==> src/rtl/alu_share_arb.sv <==
// rtl/alu_share_arb.sv - two-requester round-robin arbiter and sequencer for the shared ALU
//
// Grants one operation at a time to requester 0 or 1, drives it onto the
// registered ALU operand bus with a one-cycle start pulse, waits ALU_LAT
// cycles, captures alu_y/alu_z and returns them on the granted requester's
// response channel through a one-deep response buffer.
//
// Optional feature macro: ARB_STATS_EN (adds saturating per-requester grant counters).
//
// Ports:
//   clk, rst_n                       clock, asynchronous active-low reset
//   reqN_valid/ready/op/a/b          requester N command channel (N = 0, 1)
//   rspN_valid/ready                 requester N response channel
//   rsp_y, rsp_z                     captured result and zero flag (shared)
//   alu_start, alu_op, alu_a, alu_b  launch pulse and registered operands
//   alu_y, alu_z                     ALU result and zero flag
//   stats_clr, gnt_cnt0, gnt_cnt1    (ARB_STATS_EN) clear and grant counters
module alu_share_arb #(
  parameter int DW      = 16,
  parameter int OPW     = 3,
  parameter int ALU_LAT = 1
) (
  input  logic           clk,
  input  logic           rst_n,
  input  logic           req0_valid,
  output logic           req0_ready,
  input  logic [OPW-1:0] req0_op,
  input  logic [DW-1:0]  req0_a,
  input  logic [DW-1:0]  req0_b,
  output logic           rsp0_valid,
  input  logic           rsp0_ready,
  input  logic           req1_valid,
  output logic           req1_ready,
  input  logic [OPW-1:0] req1_op,
  input  logic [DW-1:0]  req1_a,
  input  logic [DW-1:0]  req1_b,
  output logic           rsp1_valid,
  input  logic           rsp1_ready,
  output logic [DW-1:0]  rsp_y,
  output logic           rsp_z,
`ifdef ARB_STATS_EN
  input  logic           stats_clr,
  output logic [15:0]    gnt_cnt0,
  output logic [15:0]    gnt_cnt1,
`endif
  output logic           alu_start,
  output logic [OPW-1:0] alu_op,
  output logic [DW-1:0]  alu_a,
  output logic [DW-1:0]  alu_b,
  input  logic [DW-1:0]  alu_y,
  input  logic           alu_z
);

  localparam int CW = 4;

  typedef enum logic [1:0] {
    ST_IDLE = 2'd0,
    ST_WAIT = 2'd1,
    ST_RESP = 2'd2
  } state_t;

  state_t        state_q;
  state_t        state_d;
  logic          gnt_id_q;
  logic          last_gnt_q;
  logic          sel_id;
  logic          accept;
  logic          rsp_done;
  logic          cnt_zero;
  logic [CW-1:0] cnt_q;

  assign cnt_zero = (cnt_q == '0);

  // Round-robin pick: a lone requester wins; on contention the one not
  // granted last wins. last_gnt_q resets to 1 so requester 0 goes first.
  always_comb begin
    sel_id = 1'b0;
    if (req0_valid && req1_valid) begin
      sel_id = ~last_gnt_q;
    end else if (req1_valid) begin
      sel_id = 1'b1;
    end
  end

  always_comb begin
    state_d    = state_q;
    req0_ready = 1'b0;
    req1_ready = 1'b0;
    rsp0_valid = 1'b0;
    rsp1_valid = 1'b0;
    accept     = 1'b0;
    rsp_done   = 1'b0;
    case (state_q)
      ST_IDLE: begin
        // Gated by rst_n so every output reads 0 while reset is held.
        req0_ready = rst_n & req0_valid & ~sel_id;
        req1_ready = rst_n & req1_valid &  sel_id;
        accept     = req0_ready | req1_ready;
        if (accept) begin
          state_d = ST_WAIT;
        end
      end
      ST_WAIT: begin
        if (cnt_zero) begin
          state_d = ST_RESP;
        end
      end
      ST_RESP: begin
        rsp0_valid = ~gnt_id_q;
        rsp1_valid =  gnt_id_q;
        rsp_done   = (rsp0_valid & rsp0_ready) | (rsp1_valid & rsp1_ready);
        // Returning to IDLE first keeps a new accept out of this cycle.
        if (rsp_done) begin
          state_d = ST_IDLE;
        end
      end
      default: state_d = ST_IDLE;
    endcase
  end

  always_ff @(posedge clk or negedge rst_n) begin
    if (!rst_n) begin
      state_q <= ST_IDLE;
    end else begin
      state_q <= state_d;
    end
  end

  always_ff @(posedge clk or negedge rst_n) begin
    if (!rst_n) begin
      alu_start  <= 1'b0;
      alu_op     <= '0;
      alu_a      <= '0;
      alu_b      <= '0;
      gnt_id_q   <= 1'b0;
      last_gnt_q <= 1'b1;
      cnt_q      <= '0;
      rsp_y      <= '0;
      rsp_z      <= 1'b0;
    end else begin
      // The launch register doubles as the first-WAIT-cycle marker.
      alu_start <= accept;
      if (accept) begin
        gnt_id_q <= sel_id;
        alu_op   <= sel_id ? req1_op : req0_op;
        alu_a    <= sel_id ? req1_a  : req0_a;
        alu_b    <= sel_id ? req1_b  : req0_b;
        cnt_q    <= CW'(ALU_LAT - 1);
      end else if (state_q == ST_WAIT && !cnt_zero) begin
        cnt_q <= cnt_q - 1'b1;
      end
      if (state_q == ST_WAIT && cnt_zero) begin
        rsp_y <= alu_y;
        rsp_z <= alu_z;
      end
      if (rsp_done) begin
        last_gnt_q <= gnt_id_q;
      end
    end
  end

`ifdef ARB_STATS_EN
  // Clear has priority over a same-cycle accept; counters stick at all-ones.
  always_ff @(posedge clk or negedge rst_n) begin
    if (!rst_n) begin
      gnt_cnt0 <= 16'd0;
      gnt_cnt1 <= 16'd0;
    end else if (stats_clr) begin
      gnt_cnt0 <= 16'd0;
      gnt_cnt1 <= 16'd0;
    end else begin
      if (accept && !sel_id && gnt_cnt0 != 16'hFFFF) begin
        gnt_cnt0 <= gnt_cnt0 + 16'd1;
      end
      if (accept && sel_id && gnt_cnt1 != 16'hFFFF) begin
        gnt_cnt1 <= gnt_cnt1 + 16'd1;
      end
    end
  end
`endif

endmodule

==> config.mk <==
export PLATFORM = sky130hd
export DESIGN_NAME = alu_share_arb
export DESIGN_NICKNAME = d
export VERILOG_FILES = /design/src/rtl/alu_share_arb.sv
export SDC_FILE = /design/constraint.sdc
export NUM_CORES = 1
export LEC_CHECK = 0
export ABC_AREA = 1
export CAP_MARGIN = 15
export CELL_PAD_IN_SITES_DETAIL_PLACEMENT = 1
export CELL_PAD_IN_SITES_GLOBAL_PLACEMENT = 1
export CORE_MARGIN = 4
export CORE_UTILIZATION = 27
export CTS_CLUSTER_SIZE = 12
export DETAILED_ROUTE_END_ITERATION = 8
export GPL_ROUTABILITY_DRIVEN = 0
export PLACE_DENSITY_LB_ADDON = 0.15
export SLEW_MARGIN = 20
export SYNTH_ARGS = -nofsm -noshare
export SYNTH_HDL_FRONTEND = slang
export SYNTH_SLANG_ARGS = --single-unit
==> constraint.sdc <==
create_clock -name clk -period 1.4 [get_ports clk]
set_input_delay 0.28 -clock clk [delete_from_list [all_inputs] [get_ports clk]]
set_output_delay 0.28 -clock clk [all_outputs]
set_load 0.005 [all_outputs]
# == Word level (Yosys, flattened, before mapping) ==
# Index checks and enable logic that the tools add are counted.
# word_totals
romBits,0
latchBits,0
mem_count,0
ramBits,0
regBits,61
# classes
n_mul,0
addsub,1
n_lt_le_gt_ge,0
n_reduce_logical,8
shift,0
n_eq_ne,5
n_div,0
bitwise,11
muxes,17
# ops
op,n
16-bit two-way mux,2
1-bit two-way mux,8
4-bit two-way mux,2
1-bit bitwise AND,6
2-bit two-way mux,3
"2-bit != test, second input constant",3
2-bit one-hot mux with 3 select lines,1
4-bit zero test,1
"4-bit by 1-bit subtractor with 4-bit output, second input constant",1
1-bit logical AND,3
3-bit two-way mux,1
1-bit NOT,3
3-bit AND reduction,1
"2-bit by 1-bit == test with 1-bit output, second input constant",1
"2-bit == test, second input constant",1
2-bit zero test,1
1-bit bitwise OR,2
2-bit nonzero test,1
1-bit zero test,1

# == Longest topological paths before layout ==
# Gate-level depths: netlist of run 1.
# logic_depth
word_depth,7
ltp_mapped,8

# == Worst setup path after synthesis of run 1 ==
# OpenSTA, ideal clock, no wires.
# synth_path
path_kind,register to output
startpoint,reg last_gnt_q
endpoint,out req0_ready
n_path_buf,1
path_stages_with_launch,6
arrival_time_ns,1.023
slack_ns,0.097
cell_sequence,dfstp_2 nand2_1 nand2_4 inv_4 buf_4 nor2_2
# synth_via
elab_chain_cells,5
# synth_rtl
element,line_no,text
"start, declared",65,logic last_gnt_q;
"start signal, assigned",157,last_gnt_q <= gnt_id_q;
1-bit NOT,79,sel_id = ~last_gnt_q;
1-bit two-way mux,78,if (req0_valid && req1_valid) begin
1-bit NOT,96,req0_ready = rst_n & req0_valid & ~sel_id;
1-bit bitwise AND,96,
1-bit two-way mux,93,case (state_q)
"end, declared",26,"output logic req0_ready,"
# No other way between the ends.

# == Final worst setup path of run 1 ==
# Ends and elaborated chain as after synthesis.

==> results of run 1 <==
[layout make-up]
cell class	count	share of cell area (%)
Clock inverter	3	1.30
Sequential cell	61	30.5
Tap cell	136	3.39
Multi-Input combinational cell	285	25.1
Timing Repair Buffer	178	34.0
Inverter	27	2.17
Clock buffer	13	3.57
[critical path, cell delays in order (launching register included)]
cell and delay, ps:
dfstp_2 540, nand2_2 60, nand2_4 80, inv_4 40, nor2_4 70, buf_2 110
[metrics by stage]
step           hold WS, ps  total power, mW  setup TNS (ps)  setup slack, ps  util [%]
2_1_floorplan        -15.6             4.71               0             96.5         -
3_3_place_gp           461             6.92          -21160             -533      44.0
3_5_place_dp           467             7.03          -22470             -549      44.0
4_1_cts                149             8.61           -1120             -179      46.4
5_1_grt                190             9.62           -4910             -193      48.1
6_report               108             8.86            -321             -131      48.1
[cell families after synthesis]
kind of cell | share of synthesized area, %
DFF | 52.2
AOI/OAI and AO/OA | 4.19
and+or+nand+nor | 34.8
xor gates and xnor gates | 0.300
adders and majority gates | 0.856
buffers and inverters | 7.57
[registers in the layout, indices dropped and copies added, names as in the netlist]
name / count
alu_a: 16
alu_b: 16
rsp_y: 16
cnt_q: 4
alu_op: 3
state_q: 2
alu_start: 1
gnt_id_q: 1
last_gnt_q: 1
rsp_z: 1
[what timing repair did]
action | 4_1_cts | 5_1_grt
buffers inserted | 9 | 4
pin swaps | 5 | 4
endpoints found under the setup margin | 96 | 44
resized for setup | 82 | 19
gates cloned | 0 | 4
[cell usage in the layout, fill, tap and decap left out, types with 4 or more instances in the layout]
master	n
nand2_2	7
buf_4	20
buf_6	6
nor2_1	6
dfrtp_1	60
dlygate4sd2_1	54
clkdlybuf4s50_1	90
o21ai_1	9
nand2_1	231
buf_2	4
nor2_4	4
inv_1	23
clkbuf_8	13
o21ai_0	4
o21ai_2	10
[synth_stat cells, types with 2 or more instances]
library cell	number
inv_1	25
o21ai_1	19
nand3_1	3
nand2_4	2
dfrtp_1	60
buf_6	4
nand2_1	238
nor2_1	9
o21ai_0	4
nor2_2	2
buf_2	9
buf_4	3
ha_1	2
[metal layers]
metal  GRT usage (%)  part of all wire, %  vias to the layer above
met5               0                    0                        -
li1                -                    -                     1516
met4            5.93                  1.5                        0
met3            4.37                  7.7                       10
met2            25.0                   49                      100
met1            18.9                   42                     1412
[worst paths after layout]
kind                       cells past startpoint  slack [ps]                    end
max                                            5        -130             req0_ready
max in group asynchronous                      2         750  alu_op[1]$_DFFE_PN0N_
min reg2reg                                    2         470  alu_b[11]$_DFFE_PN0N_
min                                            2         110   gnt_id_q$_DFFE_PN0N_
min in group clk                               2         470  alu_b[11]$_DFFE_PN0N_
max reg2reg                                    7           0  rsp_y[15]$_DFFE_PN0P_
[power by group through the flow]
| stage | clock, mW | sequential, mW | combinational [mW] |
|---|---|---|---|
| after CTS | 1.96 | 3.02 | 3.63 |
| final | 1.89 | 3.03 | 3.94 |
| after global routing | 2.04 | 3.15 | 4.43 |
| after global placement | 0 | 3.02 | 3.89 |
| after detailed placement | 0 | 3.05 | 3.98 |
| after floorplan | 0 | 3.09 | 1.63 |
==> flow_summary.toml, run 1 <==
[layout]
fill_cells = 1254
finalNonFillerCells = 703
seqCellArea_um2 = 1530
area_growth_pct = 71.5
nets = 657
multiInputGateArea_um2 = 1260
drive_gt1_share_pct = 14.5
final_area_um2 = 5010
n_antenna_cell = 0

[power_and_ir_drop]
power.clock.fraction_pct = 21.4
p_int_mw = 5.78
switching_share_pct = 34.8
power_density_nw_per_um2 = 1770
leakagePower_nw = 2.73
vdd_drop_max_uv = 576
combPwrFrac_pct = 44.5
switchingPower_mw = 3.08
power_frac_seq_pct = 34.2

[placed_design]
place_inst = 671
place_hpwl_mm = 6.83
placed_area_um2 = 4580
port_buffers = 149

[critical_path]
cp-start-kind = "register"
crit_start = "last_gnt_q$_DFFE_PN1P_"
arrival_ps = 1250
end_kind = "output port"
crit_fanout = 3
regToRegStartpoint = "state_q[1]$_DFFE_PN0P_"
cp.required_ps = 1120
critical_path_class = "reg -> out"

[die]
die_x_um = 112
initial_core_util_pct = 28.1
core_um2 = 10400
die_y_um = 112
rows = 37
ios = 150
dieArea_um2 = 12600

[clock_network]
cts_sinks = 61
htreeDepth = 3
root_buffer = "clkbuf_8"
clk_pin_slew_ps = 70
cts_tree = "done"
cts_made_buffers = 9
cts_hold_buf = 0
clk-insertion-delay-late_ps = 340
clock_path_buffers = 2

[sta]
setup_ws_ps = -131
finalCritPeriodShare_pct = 109
min_period_ps = 1530
maxSlewViolCount = 0
worst_pin_slew_ps = 790
finClkSkew_ps = 10.4
relSlewSlack_pct = 47.3
rsz0062_at_grt = "true"
setup_viol = 3
finalHoldViolCount = 0
fmax_mhz = 653

[drt]
final_antenna_net_count = 0
wl_per_cell_um = 14.0
drc = 0
drt-total-wl_mm = 9.87
drtPass1Iterations = 4
vias_per_cell = 4.32
drtIter0Drc = 102
vias = 3038

[global_routing]
track_usage_pct = 15.2
antenna_found_initial = 0
first_global_vias = 3102
grt_max_degree = 62
grt_pass1_wl_mm = 15.4
overflow = 0

[logic_synthesis]
synth.avg_cell_area_um2 = 7.52
synth_edf_count = 0
synth_area_leaders = "dfrtp_1 51%, nand2_1 31%, o21ai_1 3.3%, inv_1 3.2%, buf_2 1.5%"
ys_async_sr_fraction_pct = 100
syn_nets = 484
ys_seq_area_share_pct = 52.2
yosysTopAreaCell = "dfrtp_1"
synth_ff_type = "dfrtp_1"
ys_warn_count = 0
syn_inst = 389
synth_top_area_share_pct = 51.3
ys_ff_latch = 61
syn-cell-area_um2 = 2920
ys_types = 22

[min_path]
hold_class = "in -> async"

[outcome]
status = "complete, but fails checks"
violations = "negative setup slack"

[job]
maxCapViolCount = 0
No activity file was read; power rests on OpenSTA's default activity.
==> run 2, diff against run 1 <==
- CORE_UTILIZATION: 27 -> 43
- DONT_BUFFER_PORTS: unset -> 1
- SETUP_SLACK_MARGIN: unset -> 0.1
==> flow_summary.toml, run 2 (synthesized netlist as in run 1, its figures left out) <==
[placed_design]
place_hpwl_mm = 5.32
place_inst = 454
port_buffers = 0

[drt]
drtPass1Iterations = 4
vias_per_cell = 5.26
drc = 0
final_antenna_net_count = 0
drtIter0Drc = 82
drt-total-wl_mm = 10.3
vias = 2673
wl_per_cell_um = 20.3

[clock_network]
clock_path_buffers = 2
cts_sinks = 61
clk-insertion-delay-late_ps = 330
clk_pin_slew_ps = 70
htreeDepth = 3
cts_made_buffers = 9
cts_tree = "done"
root_buffer = "clkbuf_8"

[die]
die_x_um = 90.5
dieArea_um2 = 8180
die_y_um = 90.5
core_um2 = 6460
rows = 29
initial_core_util_pct = 45.3
ios = 150

[critical_path]
regToRegStartpoint = "last_gnt_q$_DFFE_PN1P_"
r2r.worst_path.cells = 9
crit_fanout = 8
crit_start = "last_gnt_q$_DFFE_PN1P_"
crit_cells = 9
critical-path-slowest-cell = "dfstp_2"
cp-start-kind = "register"
crit_chain = "nand2_2 > nand2_4 > buf_12 > buf_8 > clkbuf_16 > nand2_2 > nand2_1 > nand2_1 > nand2_1"
cp_common_cell = "nand2_1"
cp.required_ps = 1670
worst_path_largest_cell_delay_ps = 540
cp_top_family = "flip-flops"
path_buf_inv = 3
arrival_ps = 1830
critical_path_class = "reg -> reg"
end_kind = "register"

[job]
maxCapViolCount = 0

[power_and_ir_drop]
power_density_nw_per_um2 = 2140
leakagePower_nw = 2.12
vdd_drop_max_uv = 725

[layout]
nets = 521
area_growth_pct = 34.8
top_regs = "alu_a: 16 flops, alu_b: 16 flops, rsp_y: 16 flops"
utilization_pct = 61.0
drive_gt1_share_pct = 28.8
final_cell_mix = "196 x nand2_1, 59 x dfrtp_1, 33 x nand2_2"
final_common_cell = "nand2_1"
n_antenna_cell = 0
finalNonFillerCells = 508

[outcome]
status = "complete, but fails checks"
violations = "negative hold slack, negative setup slack"

[sta]
setup_viol = 37
finalHoldViolCount = 61
fmax_mhz = 644
finClkSkew_ps = 6.28
setup_ws_ps = -152
maxSlewViolCount = 0
holdWs_ps = -363
relSlewSlack_pct = 78.7
fin_tns_setup_ps = -2560
min_period_ps = 1550
rsz0062_at_grt = "true"
finalCritPeriodShare_pct = 111
worst_pin_slew_ps = 316

[global_routing]
grt_pass1_wl_mm = 13.8
first_global_vias = 2653
antenna_found_initial = 0
overflow = 0
grt_max_degree = 63
track_usage_pct = 21.2

[min_path]
hold_class = "in -> async"
-- run 2: report_power, final --
group          internal (mW)  switching [mW]  total [mW]
registers               2.59           0.777        3.37
clock network          0.741           0.684        1.42
logic                   1.56            2.08        3.64
-- run 2: path summary, 6_finish.rpt --
| check | slack [ps] | endpoint |
|---|---|---|
| worst min register to register | 500 | alu_a[6]$_DFFE_PN0N_ |
| worst max-delay path | -150 | alu_op[2]$_DFFE_PN0N_ |
| min in group clk | 80 | rsp_y[14]$_DFFE_PN0P_ |
| worst max register to register | -150 | alu_op[2]$_DFFE_PN0N_ |
| max in group asynchronous | 1560 | last_gnt_q$_DFFE_PN1P_ |
| worst min-delay path | -360 | alu_a[15]$_DFFE_PN0N_ |
-- run 2: layout make-up --
class / instances / area, µm²
inverters: 27 / 131
multi-input cells: 291 / 1510
repair inverters: 3 / 36.3
clock buffers: 15 / 166
repair buffers: 33 / 464
fillers: 766 / 2520
flip-flops and latches: 61 / 1530
well taps: 77 / 96.3
clock inverters: 1 / 5.00
-- run 2: through the flow --
step,setup slack (ps),total power [mW],instance area (µm²)
6_report,-152,8.44,3940
5_1_grt,-208,9.03,3940
4_1_cts,-119,7.19,3360
3_5_place_dp,17.1,5.27,2960
3_3_place_gp,92.8,5.14,2960
2_1_floorplan,100,4.72,2930
-- run 2: what timing repair did --
item	4_1_cts	5_1_grt
gates resized for setup	19	95
setup buffers	13	13
endpoints found under the hold margin	61	61
pin swaps	9	52
gates cloned	5	9
setup endpoints to repair	22	63
-- run 2: routing by layer --
metal / GRT usage (%) / vias to the layer above / wire (µm) / share of wire (%)
met5: 0 / - / 0 / 0
met2: 32.2 / 105 / 5530 / 54
met1: 27.7 / 1300 / 3950 / 38
li1: - / 1260 / - / -
met3: 7.83 / 8 / 760 / 7.4
met4: 7.27 / 0 / 85 / 0.82
==> run 3, diff against run 2 <==
- TNS_END_PERCENT: unset -> 5
==> flow_summary.toml, run 3 (synthesized netlist as in run 1, its figures left out) <==
[clock_network]
cts_made_buffers = 9
clk-insertion-delay-late_ps = 330
clock_path_buffers = 2
root_buffer = "clkbuf_8"
htreeDepth = 3
cts_sinks = 61
clk_pin_slew_ps = 70
cts_tree = "done"

[layout]
fill_cells = 807
nets = 494
drive_gt1_share_pct = 12.9
area_growth_pct = 15.0
final_common_cell = "nand2_1"
top_regs = "alu_a: 16 flops, alu_b: 16 flops, rsp_y: 16 flops"
multiInputGateArea_um2 = 1220
n_antenna_cell = 0
final_cell_mix = "231 x nand2_1, 59 x dfrtp_1, 21 x inv_1"
utilization_pct = 52.1
final_area_um2 = 3360
seqCellArea_um2 = 1530
finalNonFillerCells = 481

[global_routing]
grt_pass1_wl_mm = 13.0
track_usage_pct = 19.9
antenna_found_initial = 0
overflow = 0
first_global_vias = 2521
grt_max_degree = 63

[job]
maxCapViolCount = 0

[outcome]
violations = "negative hold slack, negative setup slack"
status = "complete, but fails checks"

[sta]
setup_ws_ps = -115
fmax_mhz = 660
holdWs_ps = -359
worst_pin_slew_ps = 370
finalCritPeriodShare_pct = 108
setup_viol = 33
finalHoldViolCount = 61
fin_tns_setup_ps = -1130
maxSlewViolCount = 0
min_period_ps = 1520
relSlewSlack_pct = 75.3
rsz0062_at_grt = "true"
finClkSkew_ps = 6.98

[min_path]
hold_class = "in -> async"

[die]
die_x_um = 90.5
initial_core_util_pct = 45.3
die_y_um = 90.5
ios = 150
core_um2 = 6460
dieArea_um2 = 8180
rows = 29

[critical_path]
critical_path_class = "reg -> out"
end_kind = "output port"
cp-start-kind = "register"
cp.required_ps = 1120
arrival_ps = 1240
crit_fanout = 4

[drt]
vias_per_cell = 5.11
drtPass1Iterations = 4
drtIter0Drc = 60
vias = 2460
final_antenna_net_count = 0
wl_per_cell_um = 17.3
drt-total-wl_mm = 8.31
drc = 0

[placed_design]
port_buffers = 0
placed_area_um2 = 2960
place_inst = 454
place_hpwl_mm = 5.32
place_ws_ps = 17.1

[power_and_ir_drop]
fin_total_pwr_mw = 6.92
leakagePower_nw = 1.90
power_density_nw_per_um2 = 2060
vdd_drop_max_uv = 658
-- run 3: layer usage --
metal,wire length [µm],part of all wire [%],track usage (%),vias to the layer above
met5,0,0,0,-
met4,75,0.90,7.27,0
met3,786,9.5,7.67,7
met2,4030,48,30.2,97
met1,3420,41,25.8,1162
li1,-,-,-,1194
-- run 3: path summary, 6_finish.rpt --
check	startpoint	end	slack, ps	cells after the start
worst min register to register	alu_b[1]$_DFFE_PN0N_	alu_b[1]$_DFFE_PN0N_	510	2
worst max-delay path	last_gnt_q$_DFFE_PN1P_	req1_ready	-120	4
worst max register to register	last_gnt_q$_DFFE_PN1P_	alu_b[10]$_DFFE_PN0N_	-70	8
min in group clk	alu_y[0]	rsp_y[0]$_DFFE_PN0P_	80	2
worst min-delay path	rst_n	alu_a[9]$_DFFE_PN0N_	-360	0
max in group asynchronous	rst_n	last_gnt_q$_DFFE_PN1P_	1580	0
-- run 3: worst max-delay path, stage by stage (launching register included) --
cell and delay [ps]:
dfstp_2 530, nand2_2 60, nand2_4 150, buf_12 130, nor2_4 30
-- run 3: layout make-up --
class,instances,area share [%]
Clock buffer,15,4.95
Inverter,27,3.54
Clock inverter,1,0.149
Sequential cell,61,45.5
Tap cell,77,2.87
Timing Repair inverter,3,1.08
Timing Repair Buffer,12,5.66
Multi-Input combinational cell,285,36.3
-- run 3: report_power, final --
group	switching [mW]	leakage, nW	total, mW	internal [mW]
Clock	0.654	0.0877	1.39	0.741
Sequential	0.711	0.758	3.31	2.60
Combinational	1.35	1.05	2.21	0.866
-- run 3: what timing repair did --
item,CTS,global route
cloned,2,4
setup buffers,4,2
hold endpoints to repair,61,61
pin swaps,6,17
setup endpoints to repair,22,58
gates resized for setup,13,16
